==> config.mk <==
export PLATFORM = sky130hd
export DESIGN_NAME = seq_playback_ctrl
export DESIGN_NICKNAME = d
export VERILOG_FILES = /design/src/rtl/seq_playback_ctrl.sv
export SDC_FILE = /design/constraint.sdc
export NUM_CORES = 1
export LEC_CHECK = 0
export CAP_MARGIN = 10
export CORE_UTILIZATION = 48
export DETAILED_ROUTE_END_ITERATION = 10
export PLACE_DENSITY = 0.68
export SKIP_LAST_GASP = 1
export SYNTH_ARGS = -nofsm -noshare
export SYNTH_HDL_FRONTEND = slang
export SYNTH_SLANG_ARGS = --single-unit
export TNS_END_PERCENT = 50
==> constraint.sdc <==
create_clock -name clock -period 3.7 [get_ports clock]
set_clock_uncertainty 0.1 [all_clocks]
set_input_delay 1.11 -clock clock [delete_from_list [all_inputs] [get_ports clock]]
set_output_delay 1.11 -clock clock [all_outputs]
set_load 0.005 [all_outputs]
==> src/rtl/seq_playback_ctrl.sv <==
// Playback sequencer for the play_FPGA phase of the memory game.
// Optional step output for the HEX display: define SEQ_PLAY_STEP_OUT_EN.
module seq_playback_ctrl #(
    parameter int unsigned U_CYCLES = 12_500_000,
    parameter int unsigned CW       = 32
) (
    input  logic       clock,
    input  logic       reset,
    input  logic       enable,
    input  logic [1:0] level,
    input  logic [1:0] seq_sel,
    input  logic [3:0] round,
    output logic [5:0] rom_addr,
    input  logic [3:0] rom_data,
    output logic [3:0] leds,
    output logic       busy,
    output logic       end_fpga
`ifdef SEQ_PLAY_STEP_OUT_EN
    ,
    output logic [3:0] step
`endif
);

    typedef enum logic [2:0] {
        IDLE  = 3'd0,
        FETCH = 3'd1,
        WAIT  = 3'd2,
        SHOW  = 3'd3,
        GAP   = 3'd4,
        DONE  = 3'd5
    } state_t;

    localparam logic [CW-1:0] ONE = CW'(1);

    state_t        state_q;
    logic          enable_q;
    logic [1:0]    level_q;
    logic [1:0]    seq_q;
    logic [3:0]    round_q;
    logic [3:0]    idx_q;
    logic [CW-1:0] cnt_q;
    logic [3:0]    leds_q;
    logic [5:0]    addr_q;

    logic          start;
    logic [CW-1:0] period;

    assign start  = enable & ~enable_q;
    assign period = CW'(U_CYCLES) << (2'd3 - level_q);

    // Playback FSM: fetch a line, show it for one period, blank for one period.
    // The address is loaded on the edge entering FETCH so the registered ROM
    // has its data ready by the time WAIT samples it.
    always_ff @(posedge clock) begin
        if (reset) begin
            state_q  <= IDLE;
            enable_q <= 1'b0;
            level_q  <= 2'd0;
            seq_q    <= 2'd0;
            round_q  <= 4'd0;
            idx_q    <= 4'd0;
            cnt_q    <= '0;
            leds_q   <= 4'd0;
            addr_q   <= 6'd0;
        end else begin
            enable_q <= enable;
            if (state_q != IDLE && !enable) begin
                state_q <= IDLE;
                leds_q  <= 4'd0;
            end else begin
                unique case (state_q)
                    IDLE: begin
                        if (start) begin
                            level_q <= level;
                            seq_q   <= seq_sel;
                            round_q <= round;
                            idx_q   <= 4'd0;
                            addr_q  <= {seq_sel, 4'd0};
                            state_q <= FETCH;
                        end
                    end
                    FETCH: begin
                        addr_q  <= {seq_q, idx_q};
                        state_q <= WAIT;
                    end
                    WAIT: begin
                        leds_q  <= rom_data;
                        cnt_q   <= period - ONE;
                        state_q <= SHOW;
                    end
                    SHOW: begin
                        if (cnt_q == '0) begin
                            leds_q  <= 4'd0;
                            cnt_q   <= period - ONE;
                            state_q <= GAP;
                        end else begin
                            cnt_q <= cnt_q - ONE;
                        end
                    end
                    GAP: begin
                        if (cnt_q == '0) begin
                            if (idx_q == round_q) begin
                                state_q <= DONE;
                            end else begin
                                idx_q   <= idx_q + 4'd1;
                                addr_q  <= {seq_q, idx_q + 4'd1};
                                state_q <= FETCH;
                            end
                        end else begin
                            cnt_q <= cnt_q - ONE;
                        end
                    end
                    DONE: begin
                        leds_q <= 4'd0;
                    end
                    default: begin
                        state_q <= IDLE;
                        leds_q  <= 4'd0;
                    end
                endcase
            end
        end
    end

    // Status decoded straight from the registered state.
    always_comb begin
        busy     = (state_q == FETCH) || (state_q == WAIT) ||
                   (state_q == SHOW)  || (state_q == GAP);
        end_fpga = (state_q == DONE);
    end

    assign rom_addr = addr_q;
    assign leds     = leds_q;

`ifdef SEQ_PLAY_STEP_OUT_EN
    assign step = busy ? idx_q : 4'd0;
`endif

endmodule

==> results of run 1 <==
## kinds of logic after synthesis
logic type / count (synthesis) / synth area share, %
muxes: 13 / 3.937
adders and majority gates: 3 / 1.125
and+or+nand+nor: 152 / 25.31
buffers and inverters: 45 / 6.411
DFF: 58 / 34.80
AOI/OAI and AO/OA: 105 / 22.91
xor gates and xnor gates: 21 / 5.512
## layout make-up
type | instances | area, sq um | area share (%)
Tap cell | 80 | 100.1 | 2.617
Clock buffer | 9 | 123.9 | 3.238
Sequential cell | 58 | 1161 | 30.36
Multi-Input combinational cell | 294 | 1967 | 51.42
Clock inverter | 7 | 93.84 | 2.453
Timing Repair Buffer | 33 | 307.8 | 8.047
Inverter | 19 | 71.32 | 1.865
## power by group through the flow
stage          registers (mW)  logic (mW)  clock network (mW)
2_1_floorplan           0.715       0.514                   0
3_3_place_gp            0.728       0.649                   0
3_5_place_dp            0.728       0.652                   0
4_1_cts                 0.715       0.655               0.660
5_1_grt                 0.722       0.727               0.693
6_report                0.716       0.668               0.649
## cells in the mapped netlist, types with 4 or more instances
cell type	instances	share of area, %
nand3b_1	6	1.3
nor4_1	6	1.1
dfxtp_1	58	35
a21oi_1	25	3.7
a221oi_1	4	1.0
xor2_1	10	2.6
nor3_1	20	3.0
o21ai_0	17	2.5
a22o_1	4	1.0
a31oi_1	10	1.9
nand2_1	19	2.1
o32ai_1	8	2.1
a211oi_1	8	1.8
mux2i_1	12	3.6
nand4_1	7	1.3
buf_6	4	1.3
xnor2_1	11	2.9
nor2_1	48	5.4
clkbuf_1	15	1.7
inv_1	19	2.1
or3_1	6	1.1
nand3_1	12	1.8
## worst min path at each step
stage	end	cells past startpoint	slack (ns)	startpoint
4_1_cts	leds[1]	1	0.39	leds[1]
3_3_place_gp	leds[0]	1	0.36	leds[0]
6_report	leds[0]	1	0.38	leds[0]
3_5_place_dp	leds[0]	1	0.36	leds[0]
2_1_floorplan	seq_q[0]	2	0.36	seq_q[0]
5_1_grt	leds[3]	1	0.40	leds[3]
## state kept, by name, summed over array words and instances, names as in the netlist
signal / flops
state_q: 3
round_q: 4
level_q: 2
seq_q: 2
rom_addr: 6
cnt_q: 32
enable_q: 1
leds: 4
idx_q: 4
## critical path: stages, from the launching register on
cell             delay (ns)
dfxtp_1                0.62
inv_1                  0.22
nor3_1                 0.21
clkdlybuf4s50_1        0.54
## metal layers
| metal | routed length (microns) | track usage, % |
|---|---|---|
| met1 | 4120 | 34.59 |
| met2 | 3833 | 37.32 |
| met4 | 156 | 9.394 |
| met3 | 497 | 5.739 |
| met5 | 0 | 0 |
## through the flow
stage	cells	util, %	setup WS (ns)	hold slack, ns
after floorplan	397	-	1.272	0.3567
after global placement	484	53.39	0.5155	0.3583
after detailed placement	484	53.39	0.4390	0.3633
after CTS	500	56.61	0.5685	0.3858
after global routing	500	56.61	0.3478	0.4044
final	500	56.61	0.5508	0.3828
==> impl_metrics.toml, run 1 <==
[outcome]
status = "completed"

[global_routing]
grt_pass1_vias = 2808
antenna_found_initial = 0
grt_pass1_wl_microns = 14150
grt_util_all_layers_pct = 24.82
grt_max_degree = 52
overflow = 0

[yosys]
syn_inst = 397
ys_seq_area_share_pct = 34.80
yosysWarnings = 0
synthArstFlopShare_pct = 0
ys_seq_elements = 58
synth_area_sq_um = 3337
synth-main-ff-cell = "dfxtp_1"
avgSynthCellArea_sq_um = 8.405
synth-edff-count = 0
synth_cell_types = 64
syn_nets = 415

[sta]
slew_violations = 0
worst_slew_pin_slew_ns = 0.7563
setup_tns_ns = 0
fin_crit_ns = 3.149
post-route-period-util_pct = 85.11
rsz0062_at_grt = "no"
relSlewSlack_pct = 49.19
finalSetupViolations = 0
fmax_mhz = 317.5
finalHoldViolations = 0

[power]
clockPowerShare_pct = 31.9
p_comb_share_pct = 32.9
netSwitchingPower_mw = 0.7480
sw_frac_of_total_pct = 36.78
p_leak_nw = 1.417
power_density_nw_per_um2 = 531.7
intPower_mw = 1.286
seqPwrFrac_pct = 35.2
ir_drop_uv = 258.6
total_power_mw = 2.034

[setup_path]
crit_path_end = "end_fpga"
required_ns = 2.49
startpoint_type = "flip-flop"
ff2ff_path_depth = 8
r2r_slack_ns = 0.72
crit_type = "flip-flop to primary output"
r2r-end = "cnt_q[18]"
crit_fanout = 15
end_kind = "primary output"
r2r_start = "cnt_q[0]"
crit_arrival_ns = 1.94
crit_path_start = "state_q[0]"

[floorplanning]
dieWidth_microns = 85.38
die-height_microns = 85.38
coreArea_sq_um = 6756
initial_core_util_pct = 49.39
ioPinCount = 27
num_rows = 30
die-area_sq_um = 7290

[placement]
port_buffers = 26
hpwl_microns = 5865
gp_congestion = 0.8703
place_area_sq_um = 3607

[layout]
fill_cells = 648
final_cell_mix = "dfxtp_1 (58), nor2_1 (48), a21oi_1 (25), clkdlybuf4s50_1 (25), nor3_1 (20)"
antenna-diode-count = 0
design_area_sq_um = 3825
final_common_cell = "dfxtp_1"
drive_above_1_share_pct = 10.95
area_delta_synth_final_pct = 14.62
nets = 433

[clock_tree]
ctsHtreeMaxLevel = 3
postCtsHoldBufs = 0
cts.reportedPaths.clkPinSlew_ns = 0.07
clk_latency_ns = 0.35
clockBufferDepth = 2
clkSinkCount = 58
cts_made_buffers = 9
cts_resized = 0
root_buffer = "clkbuf_8"
postCtsSetupBuffers = 0
cts_tree = "built"

[drt]
vias = 3081
drc_errors = 0
drtIter0Drc = 334
first_pass_iters = 5
antenna_left = 0
wirelength_microns = 8608
wire_per_inst_microns = 17.22
vias_per_cell = 6.162

[flow_run]
cap_violations = 0

[min_path]
hp-class = "flip-flop to flip-flop"
Note: power is estimated with default switching activity, not from simulation.
==> run 2, diff against run 1 <==
--- a/config.mk
+++ b/config.mk
@@ -9,6 +9,7 @@
 export CORE_UTILIZATION = 48
 export DETAILED_ROUTE_END_ITERATION = 10
 export PLACE_DENSITY = 0.68
+export SKIP_CTS_REPAIR_TIMING = 1
 export SKIP_LAST_GASP = 1
 export SYNTH_ARGS = -nofsm -noshare
 export SYNTH_HDL_FRONTEND = slang
==> results of run 2 <==
No change in the layout: final DEF, timing and power equal those of run 1.
